File: src/rtl/voice_ram_pkg.sv
// Shared definitions for the voice RAM scheduler: FSM state encoding and
// default parameter values.
package voice_ram_pkg;

  localparam int unsigned DEF_ADDR_W     = 8;
  localparam int unsigned DEF_DATA_W     = 8;
  localparam int unsigned DEF_NUM_VOICES = 16;
  localparam int unsigned DEF_VOICE_BASE = 0;

  typedef enum logic [2:0] {
    IDLE     = 3'd0,
    HOST     = 3'd1,
    READ     = 3'd2,
    WAIT_UPD = 3'd3,
    WRITE    = 3'd4
  } vr_state_t;

endpackage

File: src/rtl/voice_ram_sched.sv
// Voice RAM scheduler: arbitrates one shared single-port RAM between the
// MIDI host port and a per-sample sweep over all voice slots
// (read -> datapath update -> write back).
// Optional feature macro: VOICE_RAM_SCHED_OVERRUN_EN adds the sticky
// 'overrun' output flagging sample ticks that arrive while one is
// already pending.
module voice_ram_sched
  import voice_ram_pkg::*;
#(
  parameter int unsigned ADDR_W     = DEF_ADDR_W,
  parameter int unsigned DATA_W     = DEF_DATA_W,
  parameter int unsigned NUM_VOICES = DEF_NUM_VOICES,
  parameter int unsigned VOICE_BASE = DEF_VOICE_BASE
) (
  input  logic              clk,
  input  logic              rst_n,
  input  logic              sample_tick,
  input  logic              host_req,
  input  logic              host_we,
  input  logic [ADDR_W-1:0] host_addr,
  input  logic [DATA_W-1:0] host_wdata,
  output logic              host_ack,
  output logic [DATA_W-1:0] host_rdata,
  output logic [ADDR_W-1:0] ram_addr,
  output logic [DATA_W-1:0] ram_din,
  output logic              ram_we,
  input  logic [DATA_W-1:0] ram_dout,
  output logic              voice_valid,
  output logic [ADDR_W-1:0] voice_idx,
  output logic [DATA_W-1:0] voice_data,
  input  logic              upd_valid,
  input  logic [DATA_W-1:0] upd_data,
  output logic              busy
`ifdef VOICE_RAM_SCHED_OVERRUN_EN
  ,
  output logic              overrun
`endif
);

  localparam logic [ADDR_W-1:0] BASE_ADDR = ADDR_W'(VOICE_BASE);
  localparam logic [ADDR_W-1:0] LAST_IDX  = ADDR_W'(NUM_VOICES - 1);

  vr_state_t         state;
  vr_state_t         ret_state;
  logic [ADDR_W-1:0] idx;
  logic [DATA_W-1:0] upd_q;
  logic              tick_pending;
  logic [ADDR_W-1:0] voice_addr;

  assign voice_addr = BASE_ADDR + idx;

  // RAM master select: host port only in HOST, otherwise the sweep slot.
  always_comb begin
    ram_addr = voice_addr;
    ram_din  = upd_q;
    ram_we   = 1'b0;
    if (state == HOST) begin
      ram_addr = host_addr;
      ram_din  = host_wdata;
      ram_we   = host_we;
    end else if (state == WRITE) begin
      ram_we   = 1'b1;
    end
  end

  // Scheduler FSM with registered outputs and tick bookkeeping.
  always_ff @(posedge clk or negedge rst_n) begin
    if (!rst_n) begin
      state        <= IDLE;
      ret_state    <= IDLE;
      idx          <= '0;
      upd_q        <= '0;
      tick_pending <= 1'b0;
      host_ack     <= 1'b0;
      host_rdata   <= '0;
      voice_valid  <= 1'b0;
      voice_idx    <= '0;
      voice_data   <= '0;
      busy         <= 1'b0;
`ifdef VOICE_RAM_SCHED_OVERRUN_EN
      overrun      <= 1'b0;
`endif
    end else begin
      host_ack <= 1'b0;
      if (sample_tick) tick_pending <= 1'b1;
`ifdef VOICE_RAM_SCHED_OVERRUN_EN
      if (sample_tick && tick_pending) overrun <= 1'b1;
`endif
      case (state)
        IDLE: begin
          // The ack cycle still sees the completed request held high.
          if (host_req && !host_ack) begin
            state     <= HOST;
            ret_state <= IDLE;
            busy      <= 1'b1;
          end else if (tick_pending || sample_tick) begin
            // A tick arriving in this very cycle is consumed by this start.
            state        <= READ;
            idx          <= '0;
            tick_pending <= 1'b0;
            busy         <= 1'b1;
          end
        end
        HOST: begin
          host_rdata <= ram_dout;
          host_ack   <= 1'b1;
          state      <= ret_state;
          busy       <= (ret_state != IDLE);
        end
        READ: begin
          voice_data  <= ram_dout;
          voice_idx   <= idx;
          voice_valid <= 1'b1;
          state       <= WAIT_UPD;
        end
        WAIT_UPD: begin
          if (upd_valid) begin
            upd_q       <= upd_data;
            voice_valid <= 1'b0;
            state       <= WRITE;
          end
        end
        WRITE: begin
          if (idx == LAST_IDX) begin
            idx   <= '0;
            state <= IDLE;
            busy  <= 1'b0;
          end else begin
            idx <= idx + ADDR_W'(1);
            if (host_req) begin
              state     <= HOST;
              ret_state <= READ;
            end else begin
              state <= READ;
            end
          end
        end
        default: begin
          state <= IDLE;
          busy  <= 1'b0;
        end
      endcase
    end
  end

endmodule

File: config.mk
export PLATFORM = sky130hd
export DESIGN_NAME = voice_ram_sched
export DESIGN_NICKNAME = d
export VERILOG_FILES = /design/src/rtl/voice_ram_pkg.sv /design/src/rtl/voice_ram_sched.sv
export SDC_FILE = /design/constraint.sdc
export NUM_CORES = 1
export LEC_CHECK = 0
export BUFFER_PORTS_ARGS = -buffer_cell sky130_fd_sc_hd__buf_2
export CAP_MARGIN = 20
export CORE_MARGIN = 10
export CORE_UTILIZATION = 53
export DETAILED_ROUTE_END_ITERATION = 10
export PLACE_DENSITY = 0.85
export REMOVE_ABC_BUFFERS = 1
export SETUP_SLACK_MARGIN = 0.05
export SLEW_MARGIN = 30
export SYNTH_ARGS = -nofsm -noshare
export SYNTH_HDL_FRONTEND = slang
export SYNTH_SLANG_ARGS = --single-unit
File: constraint.sdc
create_clock -name clk -period 4.4 [get_ports clk]
set_input_delay 0.66 -clock clk [delete_from_list [all_inputs] [get_ports clk]]
set_output_delay 0.66 -clock clk [all_outputs]
set_load 0.03 [all_outputs]
==> run_results.csv, run 1 <==
group,metric,value,unit
outcome,status,"finished, final reports clean",
setup_path,r2r_setup_slack,2.42,ns
floorplanning,ios,82,
grt,grt_pass1_vias,1824,
sta,fin_skew,0.00290,ns
synth,ys_ff_latch,48,
synth,syn-instance-count,191,
sta,grt_setup_unrepaired,"no",
synth,async_flop_share,100,%
cts,clk_latency,0.30,ns
drt,num_vias,1707,
drt,drc_errors,0,
power_and_ir_drop,power_leakage,1.43,nW
job,max-cap-violations,0,
cts,clock-sinks,48,
setup_path,r2r-start,"state[1]",
sta,min_period,2.84,ns
setup_path,required,3.74,ns
final_layout,synthToLayoutAreaGrowth,24.9,%
cts,holdBufCountCts,0,
placement,place_ws,1.88,ns
cts,cts_made_buffers,5,
sta,max_slew.worst_pin.slew,0.675,ns
sta,finalSetupViolCount,0,
grt,globalRouteOverflowTotal,0,
cts,clk_pin_slew,0.08,ns
setup_path,r2r_cells,5,
power_and_ir_drop,total_power,0.00218,W
drt,routed_wl,4990,um
grt,grt_max_degree,49,
sta,setup-tns-final,0,ns
grt,grt_usage,14.2,%
synth,synthTopCellsByArea,"dfrtp_1 54%, mux2_2 21%, nand2_1 5.6%",
floorplanning,design.die.area,7200,um^2
synth,synth_top_area_share,53.9,%
placement,placed_area,2660,um^2
drt,detail_route.iter0.violations,38,
sta,setup_slack,1.56,ns
cts,clockBufferDepth,2,
floorplanning,start_util,55.3,%
placement,portBuffers,81,
cts,post_cts_buffers,0,
floorplanning,dieWidth,84.8,um
placement,place_congestion,0.835,
sta,hold_violations,0,
setup_path,arrival,2.18,ns
setup_path,critPathKind,"reg2out",
final_layout,antennaDiodeCount,0,
drt,routedWlPerCell,15.5,um
final_layout,drive_gt1_share,50.0,%
synth,synth_seq_area_share,53.9,%
sta,relSlewSlack,54.9,%
synth,synth_area_leader_cell,"dfrtp_1",
sta,fin_crit_sh,64.7,%
floorplanning,core,4030,um^2
final_layout,final_area,2780,um^2
synth,synth.most_common_cell,"dfrtp_1",
setup_path,cp-end-kind,"primary output",
drt,ant_nets,0,
placement,dp_hpwl,3740,um
synth,synth_edf_count,0,
cts,htreeDepth,2,
synth,ys.flop_type,"dfrtp_1",
power_and_ir_drop,max-vdd-ir-drop,0.454,mV
setup_path,regToRegEndpoint,"host_rdata[1]",
setup_path,cp_max_fo,23,
final_layout,layout.nets,310,
cts,root_buffer,"clkbuf_8",
cts,post_cts_resized,0,
sta,clock.fmax,352,MHz
worst_hold_path,hold_class,"in2async",
power_and_ir_drop,power-per-cell-area,785,nW/um^2
setup_path,cp-start-kind,"flop",
grt,grt_first_pass_wirelength,8410,um
sta,slew_violations,0,
drt,drtPass1Iterations,4,
floorplanning,fp-row-count,23,
synth,synth.cell_area,2230,um^2
cts,cts_tree,"built",
synth,yosysWarnings,0,
synth,synth.distinct_cells,38,
grt,antenna_found_initial,0,
floorplanning,die_h,84.8,um
synth,synth_common_cells,"48 x dfrtp_1, 41 x mux2_2, 33 x nand2_1",
drt,via_per_inst,5.30,
synth,syn_area_per_cell,11.7,um^2
-- where the power goes --
| group | total, W | switching [W] | internal (W) |
|---|---|---|---|
| Clock | 0.000331 | 0.000146 | 0.000186 |
| Combinational | 0.00110 | 0.000687 | 0.000416 |
| Sequential | 0.000748 | 0.000134 | 0.000614 |
-- state kept, by name, indices dropped and copies added, names as in the netlist --
signal and count:
busy 1, host_ack 1, host_rdata 8, idx 8, ret_state 1, state 3, tick_pending 1, upd_q 8
voice_data 8, voice_idx 8, voice_valid 1
-- placed cells by master, fill, tap and decap left out, types with 2 or more instances in the layout --
cell and n:
buf_2 80, o22ai_1 2, inv_1 3, nand3_1 4
dfrtp_1 48, clkbuf_8 6, buf_4 3, nor4b_1 2
a21o_1 2, and2_1 2, mux2_2 41, and3_1 2
or4_1 3, o31ai_1 2, nand2_1 33, nor2_1 8
o21ai_0 7, mux2i_1 2, o32ai_1 2
-- layer usage --
layer | up-vias | part of all wire [%] | track usage [%]
li1 | 835 | - | -
met4 | 0 | 1.2 | 4.34
met5 | - | 0 | 0
met3 | 6 | 11 | 8.03
met2 | 68 | 44 | 22.7
met1 | 798 | 43 | 15.8
-- final cells by class --
class                           count  area [um^2]
Multi-Input combinational cell    129          960
Sequential cell                    48         1200
Clock buffer                        6         82.6
Inverter                            4         15.0
Clock inverter                      2         38.8
Fill cell                         309         1250
Tap cell                           50         62.6
Timing Repair Buffer               83          423
-- critical path, stage by stage, from the launching register on --
cell	delay, ns
dfrtp_1	0.46
inv_1	0.16
nand2_1	0.12
nor2_4	0.55
mux2_2	0.41
buf_2	0.18
-- how the worst max path moves through the flow --
stage,from,end,slack [ns],depth (start not counted)
2_1_floorplan,state[1],ram_addr[0],1.94,4
3_3_place_gp,state[1],ram_addr[1],1.64,5
3_5_place_dp,state[1],ram_din[0],1.88,5
4_1_cts,state[1],ram_din[0],1.53,5
5_1_grt,state[1],ram_addr[0],1.40,5
6_report,state[1],ram_addr[7],1.56,5
-- cell families after synthesis --
group	synth area share, %
buffers and inverters	3.20
and+or+nand+nor	13.7
muxes	21.6
AOI/OAI and AO/OA	7.02
adders and majority gates	0.562
DFF	53.9
-- through the flow --
step                instances  utilization (%)  hold WS [ns]
floorplan                 181                -         0.364
global placement          314             65.9         0.456
detailed placement        314             66.1         0.465
CTS                       322             69.1         0.370
global route              322             69.1         0.395
finish                    322             69.1         0.353
(Power assumes the default switching activity.)
==> run 2: changes to the inputs <==
CORE_UTILIZATION = 44   (was 53)
PLACE_DENSITY = 0.75   (was 0.85)
clock period = 2.4 ns   (was 4.4 ns; I/O delays follow)
==> run 2 against run 1 <==
Effect of this change:
- register-to-register slack worse by 1.7 ns
- worst setup slack worse by 1.4 ns
- clock power is 74% higher
- critical endpoint is now ram_addr[2]
- largest power group unchanged
- cell area is 2.0% higher
- via count is 1.8% higher
- total power is 84% higher
- first-iteration DRC count is 29% lower
- worst hold slack worse by 0.20 ns
- global-route usage is 1.5 points lower
==> run_results.csv, run 2 (synthesis results as in run 1) <==
group,metric,value,unit
worst_hold_path,hold_class,"in2async",
power_and_ir_drop,switching_power,0.00178,W
setup_path,slowest_delay,0.46,ns
cts,clk_pin_slew,0.09,ns
final_layout,layout.nets,315,
final_layout,num-fill-cells,460,
cts,clockBufferDepth,2,
setup_path,arrival,1.85,ns
final_layout,layout_common_cells,"81 x buf_2, 47 x dfrtp_1, 41 x mux2_2",
cts,cts_tree,"built",
setup_path,crit_slowest_cell,"dfrtp_2",
power_and_ir_drop,clock_power_share,14.4,%
drt,drc_errors,0,
setup_path,path_cells,"inv_1, nand2_1, nor2_4, buf_8, mux2_2, buf_2",
floorplanning,fp-row-count,25,
final_layout,antennaDiodeCount,0,
setup_path,cp-start-kind,"flop",
final_layout,final_common_cell,"buf_2",
drt,detail_route.iter0.violations,27,
drt,routed_wl,5280,um
sta,relSlewSlack,44.8,%
floorplanning,core,4820,um^2
drt,num_vias,1737,
placement,dp_hpwl,4120,um
drt,routedWlPerCell,15.3,um
sta,fin_crit_sh,92.1,%
cts,clock-sinks,48,
setup_path,required,2.04,ns
placement,portBuffers,81,
drt,ant_nets,0,
power_and_ir_drop,pwr-share-comb,52.1,%
power_and_ir_drop,p_sw_share,44.3,%
grt,grt_first_pass_wirelength,8940,um
outcome,status,"finished, final reports clean",
floorplanning,die_h,91.1,um
floorplanning,start_util,46.2,%
setup_path,cp-end-kind,"primary output",
sta,clock.fmax,452,MHz
power_and_ir_drop,power-per-cell-area,1420,nW/um^2
grt,grt_pass1_vias,1874,
cts,clk_latency,0.30,ns
cts,post_cts_buffers,0,
sta,finalSetupViolCount,0,
cts,root_buffer,"clkbuf_8",
floorplanning,dieWidth,91.1,um
setup_path,critPathKind,"reg2out",
grt,grt_usage,12.7,%
sta,fin_skew,0.00765,ns
floorplanning,design.die.area,8310,um^2
final_layout,seq_area,1200,um^2
setup_path,r2r_cells,4,
power_and_ir_drop,power_leakage,1.45,nW
final_layout,final_area,2840,um^2
power_and_ir_drop,max-vdd-ir-drop,0.755,mV
sta,slew_violations,0,
cts,htreeDepth,2,
sta,min_period,2.21,ns
final_layout,drive_gt1_share,51.3,%
power_and_ir_drop,power_frac_seq,33.6,%
setup_path,r2r_setup_slack,0.70,ns
placement,placed_area,2710,um^2
sta,max_slew.worst_pin.slew,0.828,ns
sta,hold_violations,0,
setup_path,cp_max_fo,17,
grt,antenna_found_initial,0,
cts,cts_made_buffers,5,
drt,via_per_inst,5.05,
power_and_ir_drop,internal_power,0.00224,W
drt,drtPass1Iterations,4,
final_layout,synthToLayoutAreaGrowth,27.4,%
sta,setup-tns-final,0,ns
sta,grt_setup_unrepaired,"no",
job,max-cap-violations,0,
grt,grt_max_degree,40,
floorplanning,ios,82,
placement,place_congestion,0.835,
final_layout,multi_input_area,960,um^2
grt,globalRouteOverflowTotal,0,
==> run 2: cell types whose count changed in the layout (fill, tap and decap cells not counted) <==
| cell | change |
|---|---|
| dfrtp_1 | -1 |
| clkinv_2 | +1 |
| buf_8 | +1 |
| clkbuf_8 | -1 |
| clkinv_4 | -1 |
| dfrtp_2 | +1 |
| buf_2 | +1 |
| clkinvlp_4 | +1 |
| buf_4 | +3 |
==> run 2: per-stage QoR <==
stage                     util [%]  hold slack, ns  worst slack [ns]  power [W]  std cells
after detailed placement      56.3           0.466             0.423    0.00347        336
final                         58.9           0.152             0.189    0.00402        344
after CTS                     58.6           0.181            0.0863    0.00405        344
after floorplan                  -          0.0644             0.244    0.00282        181
after global routing          58.9           0.223            0.0789    0.00428        344
after global placement        56.3           0.458             0.489    0.00342        336
==> run 2: layout make-up <==
class / instances / area share, %
sequential: 48 / 42.4
multi-input combinational: 129 / 33.8
timing repair buffer: 88 / 16.4
tap: 67 / 2.95
clock buffer: 5 / 2.43
clock inverter: 3 / 1.50
inverter: 4 / 0.529
==> run 2: per-layer routing <==
metal	share of wire, %	vias to the layer above	track usage, %
li1	-	840	-
met2	46	79	20.3
met1	43	814	14.8
met3	11	4	6.50
met5	0	-	0
met4	0.53	0	3.13
==> run 2: what timing repair did <==
item	in CTS	in global routing
gates resized for setup	0	4
hold buffers	0	0
setup endpoints to repair	0	11
==> run 2: final timing paths <==
path | endpoint | from
min reg2reg | upd_q[0] | upd_q[0]
min | voice_idx[6] | rst_n
max in group asynchronous | state[1] | rst_n
max | ram_addr[2] | state[1]
min in group clk | upd_q[6] | upd_data[6]
max reg2reg | idx[0] | idx[4]
==> run 2: power groups by stage <==
| stage | clock network [W] | registers (W) | logic [W] |
|---|---|---|---|
| after floorplan | 0 | 0.00173 | 0.00109 |
| after global placement | 0 | 0.00135 | 0.00207 |
| after detailed placement | 0 | 0.00136 | 0.00211 |
| after CTS | 0.000589 | 0.00135 | 0.00211 |
| after global routing | 0.000618 | 0.00140 | 0.00226 |
| final | 0.000577 | 0.00135 | 0.00209 |
==> run 2: critical path, delay by kind of cell (launching register included) <==
kind	cells	cell delay, ns
buf+inv	3	0.50
flops	1	0.46
mux	1	0.35
simple gates	2	0.25
